$ cat config.mk
export PLATFORM = sky130hd
export DESIGN_NAME = ipsxe_floating_point_vmacc_v2_0
export DESIGN_NICKNAME = d
export VERILOG_FILES = /design/src/rtl/ipsxe_floating_point_vmacc_pkg.sv /design/src/rtl/ipsxe_floating_point_vmacc_fl2fx.sv /design/src/rtl/ipsxe_floating_point_vmacc_v2_0.sv
export SDC_FILE = /design/constraint.sdc
export NUM_CORES = 2
export LEC_CHECK = 0
export CAP_MARGIN = 20
export CORE_AREA = 3 3 462 464
export CTS_BUF_LIST = sky130_fd_sc_hd__clkbuf_4
export DETAILED_ROUTE_END_ITERATION = 10
export DIE_AREA = 0 0 465 467
export HOLD_SLACK_MARGIN = 0.02
export PLACE_DENSITY = 0.41
export SYNTH_ARGS = -nofsm -noshare
export SYNTH_HDL_FRONTEND = slang
export SYNTH_SLANG_ARGS = --single-unit
export TNS_END_PERCENT = 50
$ cat constraint.sdc
create_clock -name i_aclk -period 24.1 [get_ports i_aclk]
set_clock_uncertainty 0.15 [all_clocks]
set_input_delay 2.41 -clock i_aclk [delete_from_list [all_inputs] [get_ports i_aclk]]
set_output_delay 2.41 -clock i_aclk [all_outputs]
set_load 0.1 [all_outputs]
$ cat src/rtl/ipsxe_floating_point_vmacc_pkg.sv
// Shared constants, width helpers and per-beat flag bundle for the framed
// floating-point multiply-accumulate engine.
package ipsxe_floating_point_vmacc_pkg;

    localparam int DEF_DATA_WIDTH     = 32;
    localparam int DEF_FLOAT_EXP_BIT  = 8;
    localparam int DEF_FLOAT_FRAC_BIT = 24;
    localparam int DEF_FIXED_INT_BIT  = 24;
    localparam int DEF_FIXED_FRAC_BIT = 8;
    localparam int DEF_ACC_GUARD_BIT  = 16;

    // Flags travelling alongside each operand beat.
    typedef struct packed {
        logic last;
        logic ovf;
        logic inv;
    } beat_flags_t;

    function automatic int acc_width(input int data_width, input int guard_bit);
        return 2 * data_width + guard_bit;
    endfunction

    function automatic int exp_bias(input int exp_bit);
        return (1 << (exp_bit - 1)) - 1;
    endfunction

    // Saturation limits are whole numbers, so a saturated value converts to
    // float without further truncation.
    function automatic logic [63:0] fix_max(input int int_bit, input int frac_bit);
        return ((64'd1 << (int_bit - 1 + frac_bit)) - 64'd1) & ~((64'd1 << frac_bit) - 64'd1);
    endfunction

    function automatic logic [63:0] fix_min(input int int_bit, input int frac_bit);
        return ~((64'd1 << (int_bit - 1 + frac_bit)) - 64'd1);
    endfunction

endpackage

$ cat src/rtl/ipsxe_floating_point_vmacc_fl2fx.sv
// Combinational float to signed fixed-point converter: truncates toward zero,
// saturates on range overflow, flags NaN/Inf as invalid.
module ipsxe_floating_point_vmacc_fl2fx
    import ipsxe_floating_point_vmacc_pkg::*;
#(
    parameter int DATA_WIDTH     = DEF_DATA_WIDTH,
    parameter int FLOAT_EXP_BIT  = DEF_FLOAT_EXP_BIT,
    parameter int FLOAT_FRAC_BIT = DEF_FLOAT_FRAC_BIT,
    parameter int FIXED_INT_BIT  = DEF_FIXED_INT_BIT,
    parameter int FIXED_FRAC_BIT = DEF_FIXED_FRAC_BIT
) (
    input  logic [DATA_WIDTH-1:0] fl_i,
    output logic [DATA_WIDTH-1:0] fx_o,
    output logic                  ovf_o,
    output logic                  inv_o
);

    localparam int MAN_W    = FLOAT_FRAC_BIT - 1;
    localparam int BIAS     = exp_bias(FLOAT_EXP_BIT);
    // Exponent at which the significand integer already equals the fixed code.
    localparam int SHIFT_PT = BIAS + MAN_W - FIXED_FRAC_BIT;
    localparam int SAT_EXP  = BIAS + FIXED_INT_BIT - 1;
    localparam logic [63:0] FIX_MAX_W = fix_max(FIXED_INT_BIT, FIXED_FRAC_BIT);
    localparam logic [63:0] FIX_MIN_W = fix_min(FIXED_INT_BIT, FIXED_FRAC_BIT);
    localparam logic [DATA_WIDTH-1:0] FIX_MAX = FIX_MAX_W[DATA_WIDTH-1:0];
    localparam logic [DATA_WIDTH-1:0] FIX_MIN = FIX_MIN_W[DATA_WIDTH-1:0];

    logic                     sign;
    logic [FLOAT_EXP_BIT-1:0] exp_f;
    logic [MAN_W-1:0]         man;
    logic [DATA_WIDTH-1:0]    sig;
    logic [DATA_WIDTH-1:0]    mag;
    int                       exp_i;

    always_comb begin
        sign  = fl_i[DATA_WIDTH-1];
        exp_f = fl_i[DATA_WIDTH-2 -: FLOAT_EXP_BIT];
        man   = fl_i[MAN_W-1:0];
        exp_i = int'(exp_f);
        sig   = DATA_WIDTH'({1'b1, man});
        mag   = '0;
        fx_o  = '0;
        ovf_o = 1'b0;
        inv_o = 1'b0;
        if (&exp_f) begin
            // NaN is treated as positive; only -Inf saturates low.
            inv_o = 1'b1;
            fx_o  = (sign && (man == '0)) ? FIX_MIN : FIX_MAX;
        end else if (exp_f == '0) begin
            fx_o = '0;
        end else if (exp_i >= SAT_EXP) begin
            ovf_o = 1'b1;
            fx_o  = sign ? FIX_MIN : FIX_MAX;
        end else begin
            if (exp_i >= SHIFT_PT)
                mag = sig << (exp_i - SHIFT_PT);
            else
                mag = sig >> (SHIFT_PT - exp_i);
            fx_o = sign ? -mag : mag;
        end
    end

endmodule

$ cat src/rtl/ipsxe_floating_point_vmacc_v2_0.sv
// Framed floating-point dot-product engine: accumulates a*b over one
// AXI4-Stream frame and emits the float sum when tlast retires.
module ipsxe_floating_point_vmacc_v2_0
    import ipsxe_floating_point_vmacc_pkg::*;
#(
    parameter int DATA_WIDTH     = DEF_DATA_WIDTH,
    parameter int FLOAT_EXP_BIT  = DEF_FLOAT_EXP_BIT,
    parameter int FLOAT_FRAC_BIT = DEF_FLOAT_FRAC_BIT,
    parameter int FIXED_INT_BIT  = DEF_FIXED_INT_BIT,
    parameter int FIXED_FRAC_BIT = DEF_FIXED_FRAC_BIT,
    parameter int ACC_GUARD_BIT  = DEF_ACC_GUARD_BIT
) (
    input  logic                  i_aclk,
    input  logic                  i_areset,
    input  logic                  i_aclken,
    input  logic [DATA_WIDTH-1:0] i_axi4s_a_tdata,
    input  logic [DATA_WIDTH-1:0] i_axi4s_b_tdata,
    input  logic                  i_axi4s_tvalid,
    input  logic                  i_axi4s_tlast,
    output logic                  o_axi4s_tready,
    output logic [DATA_WIDTH-1:0] o_axi4s_result_tdata,
    output logic                  o_axi4s_result_tvalid,
    input  logic                  i_axi4s_result_tready,
    output logic                  o_overflow,
    output logic                  o_invalid_op
);

    localparam int ACC_W    = acc_width(DATA_WIDTH, ACC_GUARD_BIT);
    localparam int PROD_W   = 2 * DATA_WIDTH;
    localparam int EXP_BIAS = exp_bias(FLOAT_EXP_BIT);
    localparam int MAN_W    = FLOAT_FRAC_BIT - 1;
    localparam logic [63:0] FIX_MAX_W = fix_max(FIXED_INT_BIT, FIXED_FRAC_BIT);
    localparam logic [63:0] FIX_MIN_W = fix_min(FIXED_INT_BIT, FIXED_FRAC_BIT);
    localparam logic [DATA_WIDTH-1:0] FIX_MAX = FIX_MAX_W[DATA_WIDTH-1:0];
    localparam logic [DATA_WIDTH-1:0] FIX_MIN = FIX_MIN_W[DATA_WIDTH-1:0];

    logic adv;
    assign adv            = i_aclken & ~(o_axi4s_result_tvalid & ~i_axi4s_result_tready);
    assign o_axi4s_tready = adv;

    logic [1:0][DATA_WIDTH-1:0] op_fl;
    logic [1:0][DATA_WIDTH-1:0] op_fx;
    logic [1:0]                 op_ovf;
    logic [1:0]                 op_inv;

    assign op_fl[0] = i_axi4s_a_tdata;
    assign op_fl[1] = i_axi4s_b_tdata;

    for (genvar gi = 0; gi < 2; gi++) begin : g_fl2fx
        ipsxe_floating_point_vmacc_fl2fx #(
            .DATA_WIDTH     (DATA_WIDTH),
            .FLOAT_EXP_BIT  (FLOAT_EXP_BIT),
            .FLOAT_FRAC_BIT (FLOAT_FRAC_BIT),
            .FIXED_INT_BIT  (FIXED_INT_BIT),
            .FIXED_FRAC_BIT (FIXED_FRAC_BIT)
        ) u_fl2fx (
            .fl_i  (op_fl[gi]),
            .fx_o  (op_fx[gi]),
            .ovf_o (op_ovf[gi]),
            .inv_o (op_inv[gi])
        );
    end

    logic                         s1_valid_q;
    logic signed [DATA_WIDTH-1:0] s1_a_q;
    logic signed [DATA_WIDTH-1:0] s1_b_q;
    beat_flags_t                  s1_flags_q;
    logic                         s2_valid_q;
    logic signed [PROD_W-1:0]     s2_prod_q;
    beat_flags_t                  s2_flags_q;
    logic signed [ACC_W-1:0]      acc_q, acc_d;
    logic                         first_q, first_d;
    logic                         ovf_st_q, ovf_st_d;
    logic                         inv_st_q, inv_st_d;
    logic                         s3_valid_q;

    // Accumulator: the first beat of a frame replaces the stale sum.
    always_comb begin
        acc_d    = acc_q;
        ovf_st_d = ovf_st_q;
        inv_st_d = inv_st_q;
        first_d  = first_q;
        if (s2_valid_q) begin
            acc_d    = (first_q ? '0 : acc_q) + ACC_W'(s2_prod_q);
            ovf_st_d = (first_q ? 1'b0 : ovf_st_q) | s2_flags_q.ovf;
            inv_st_d = (first_q ? 1'b0 : inv_st_q) | s2_flags_q.inv;
            first_d  = s2_flags_q.last;
        end
    end

    logic signed [ACC_W-1:0]        acc_sh;
    logic [ACC_W-DATA_WIDTH:0]      acc_hi;
    logic                           fits;
    logic                           sat_d;
    logic [DATA_WIDTH-1:0]          fx_res;
    logic [DATA_WIDTH-1:0]          fx_mag;
    logic                           res_sign;
    logic [FLOAT_EXP_BIT-1:0]       res_exp;
    logic [MAN_W-1:0]               res_man;
    logic [DATA_WIDTH-1:0]          res_d;
    int                             lead;

    // Rescale to the fixed format, saturate, then normalise to float.
    always_comb begin
        acc_sh   = acc_q >>> FIXED_FRAC_BIT;
        acc_hi   = acc_sh[ACC_W-1:DATA_WIDTH-1];
        fits     = (&acc_hi) | ~(|acc_hi);
        sat_d    = ~fits;
        fx_res   = fits ? acc_sh[DATA_WIDTH-1:0] : (acc_hi[ACC_W-DATA_WIDTH] ? FIX_MIN : FIX_MAX);
        res_sign = fx_res[DATA_WIDTH-1];
        fx_mag   = res_sign ? -fx_res : fx_res;
        lead     = 0;
        for (int i = 0; i < DATA_WIDTH; i++) begin
            if (fx_mag[i])
                lead = i;
        end
        if (lead >= MAN_W)
            res_man = MAN_W'(fx_mag >> (lead - MAN_W));
        else
            res_man = MAN_W'(fx_mag << (MAN_W - lead));
        res_exp = FLOAT_EXP_BIT'(lead - FIXED_FRAC_BIT + EXP_BIAS);
        res_d   = (fx_mag == '0) ? '0 : {res_sign, res_exp, res_man};
    end

    always_ff @(posedge i_aclk) begin
        if (i_areset) begin
            s1_valid_q            <= 1'b0;
            s1_a_q                <= '0;
            s1_b_q                <= '0;
            s1_flags_q            <= '0;
            s2_valid_q            <= 1'b0;
            s2_prod_q             <= '0;
            s2_flags_q            <= '0;
            acc_q                 <= '0;
            first_q               <= 1'b1;
            ovf_st_q              <= 1'b0;
            inv_st_q              <= 1'b0;
            s3_valid_q            <= 1'b0;
            o_axi4s_result_tvalid <= 1'b0;
            o_axi4s_result_tdata  <= '0;
            o_overflow            <= 1'b0;
            o_invalid_op          <= 1'b0;
        end else if (adv) begin
            s1_valid_q <= i_axi4s_tvalid;
            s1_a_q     <= op_fx[0];
            s1_b_q     <= op_fx[1];
            s1_flags_q <= '{last: i_axi4s_tlast, ovf: |op_ovf, inv: |op_inv};
            s2_valid_q <= s1_valid_q;
            s2_prod_q  <= PROD_W'(s1_a_q) * PROD_W'(s1_b_q);
            s2_flags_q <= s1_flags_q;
            acc_q      <= acc_d;
            first_q    <= first_d;
            ovf_st_q   <= ovf_st_d;
            inv_st_q   <= inv_st_d;
            s3_valid_q <= s2_valid_q & s2_flags_q.last;
            // adv implies the previous result is accepted or absent.
            if (s3_valid_q) begin
                o_axi4s_result_tvalid <= 1'b1;
                o_axi4s_result_tdata  <= res_d;
                o_overflow            <= sat_d | ovf_st_q;
                o_invalid_op          <= inv_st_q;
            end else begin
                o_axi4s_result_tvalid <= 1'b0;
            end
        end
    end

endmodule
==> results.cfg <==
[grt]
grt_overflow_total = 0
grt_usage = 0.201
grt_pass1_vias = 55761
grt_max_degree = 77
grt_pass1_wl_mm = 343
antenna_found_initial = 4

[die]
die_width_um = 465
die_area_um2 = 217000
die_h_um = 467
core_um2 = 210000
io_pins = 106
rows = 168
initial_utilization = 0.299

[detailed_routing]
wl_per_cell_um = 20.8
via_per_inst = 5.06
ant_nets = 0
wl_met2_mm = 107
first_iter_violations = 3192
top_layer_used = met4
met3RoutedLength_mm = 8.15
vias = 52992
drt-total-wl_mm = 218
drc = 0
drt_first_pass_iters = 9
met1Wirelength_mm = 98.7

[placed_design]
hpwl_mm = 172
place_ws_ns = 13.86
dpl_cell_area_um2 = 66400
io_buffers = 105
gp_congestion = 0.868

[power]
p_leak_uw = 0.0289
power_density_nw_per_um2 = 76.6
vdd_drop_max_v = 0.000134

[clock_network]
cts_hold_buffers = 0
clk_path_buf_depth = 3
tritoncts = built
cts_root_buf = clkbuf_4
cts_resized = 0
cts_made_buffers = 84
numClockSinks = 255
path_clk_slew_ns = 0.06
clock_latency_ns = 0.99
cts_setup_buffers = 0
h-tree-depth = 3

[logic_synthesis]
syn_nets = 9183
yosysTopAreaCell = fa_1
synth_common_cells = nand2_1 (1302), inv_1 (1196), fa_1 (1083), a21oi_1 (481), nor2_1 (438)
synth-seq-area-share = 0.0814
ys_seq_elements = 255
async_reset_ff_frac = 0
synth_area_leaders = fa_1 (35%), dfxtp_1 (8.1%), nand2_1 (7.8%)
synthCells = 7747
synth_edf_count = 0
synthFlopType = dfxtp_1
synth.cell_area_um2 = 62700
synth.most_common_cell = nand2_1
syn-mean-instance-area_um2 = 8.09
synth_cell_type_count = 118
synth_warnings = 0
synth_top_area_frac = 0.346

[timing]
tns_ns = 0
max_freq_ghz = 0.0971
finalSetupViolCount = 0
rsz0062_at_grt = false
finalHoldViolCount = 0
worst_slew_margin_rel = 0.261
finalCritPeriodShare = 0.427
timing.final.crit_period_ns = 10.30
maxSlewViolCount = 0
worst_slack_ns = 13.80
worst_slew_pin_slew_ns = 1.10

[final_layout]
final_util = 0.322
stdcell_area_um2 = 67400
drive_gt1_frac = 0.0581
nets = 9036
area.growth.synth_to_final_pct = 7.50

[status]
outcome = finished clean

[flow_run]
drv_cap = 0

[setup_path]
crit_buf_inv = 6
critical_path_class = register to register
crit_arrival_ns = 11.04
critPathRequiredTime_ns = 24.84
max_stage_delay_ns = 0.65
cp-start-kind = register
worstPathMaxFanout = 24
end_kind = register
cpMostUsedCell = fa_1
slowest_stage = a2111oi_0
cpLargestDelayFamily = adder cells

[worst_hold_path]
hp-class = register to register
==> kinds of logic after synthesis <==
family          Yosys count  share of synthesized area
flops                   255                     0.0814
buf+inv                1681                      0.103
fa+ha+maj              1366                      0.402
xor+xnor                199                     0.0286
mux                     213                     0.0481
compound gates         1352                      0.138
simple gates           2681                      0.199
==> sequential cells by signal (all words and copies together) (netlist names), 3 cells and up <==
name / flops
s1_flags_q: 3
s1_a_q: 32
s2_prod_q: 64
s1_b_q: 32
s2_flags_q: 3
acc_q: 80
o_axi4s_result_tdata: 32
==> power breakdown <==
part           internal (uW)  switching (uW)  leakage [uW]  total, uW
Combinational           1520            2690        0.0263       4210
Clock                    222             238      0.000580        460
Sequential               457            34.2       0.00208        491
Total                   2200            2960        0.0289       5160
==> final timing paths <==
check	start	endpoint	slack (ns)	depth (start not counted)
worst max-delay path	s1_a_q[17]	s2_prod_q[63]	13.80	30
worst min-delay path	acc_q[0]	acc_q[0]	0.30	2
worst max register to register	s1_a_q[17]	s2_prod_q[63]	13.80	30
worst min register to register	acc_q[0]	acc_q[0]	0.30	2
==> worst register-to-register path: cells and delay by family (launching register included) <==
kind / cells / cell delay, ns
AOI/OAI and AO/OA: 10 / 2.98
adders and majority gates: 9 / 4.21
and+or+nand+nor: 5 / 1.58
DFF: 1 / 0.59
buffers and inverters: 6 / 0.69
==> through the flow <==
stage / cells / power [uW] / hold WS [ns]
global route: 10465 / 5670 / 0.320
global placement: 10314 / 4710 / 0.288
CTS: 10458 / 5190 / 0.300
detailed placement: 10318 / 4700 / 0.292
finish: 10469 / 5160 / 0.298
floorplan: 7747 / 3500 / 0.277
==> metal layers <==
| metal | up-vias | global-route usage |
|---|---|---|
| met5 | - | 0 |
| met4 | 0 | 0.0393 |
| met3 | 212 | 0.0194 |
| met2 | 1072 | 0.350 |
| met1 | 27043 | 0.273 |
| li1 | 24665 | - |
==> layout make-up <==
| cell class | count | area, um2 |
|---|---|---|
| Multi-Input combinational cell | 5811 | 51200 |
| Sequential cell | 255 | 5110 |
| Inverter | 1204 | 4530 |
| Tap cell | 2805 | 3510 |
| Clock buffer | 110 | 826 |
| Antenna cell | 10 | 25.0 |
| Timing Repair Buffer | 244 | 2090 |
| Fill cell | 22537 | 142000 |
| Clock inverter | 30 | 166 |
==> cell usage in the layout (no fill, tap or decap), types with 16 or more instances in the layout <==
cell type and n:
a22oi_1 60, a21o_1 102, o21ai_0 232, mux2_2 28, nand2b_1 64, or4_1 16
a21oi_1 481, dfxtp_1 253, xnor2_1 132, mux2i_1 117, o211ai_1 45, and3_1 44
buf_4 139, o31ai_1 22, mux4_2 68, nor3_1 94, nand3_1 109, clkinv_1 22
or3_1 33, a31oi_1 44, clkbuf_4 110, o21ai_1 16, a211oi_1 70, clkdlybuf4s50_1 102
ha_1 283, o21bai_1 31, nand4_1 51, o21a_1 34, xor2_1 61, inv_1 1195
nor2b_1 112, and2_1 279, nor4_1 42, fa_1 1083, nor2_1 438, nand2_1 1301
o22ai_1 24
Note: power is estimated with default switching activity, not from simulation.
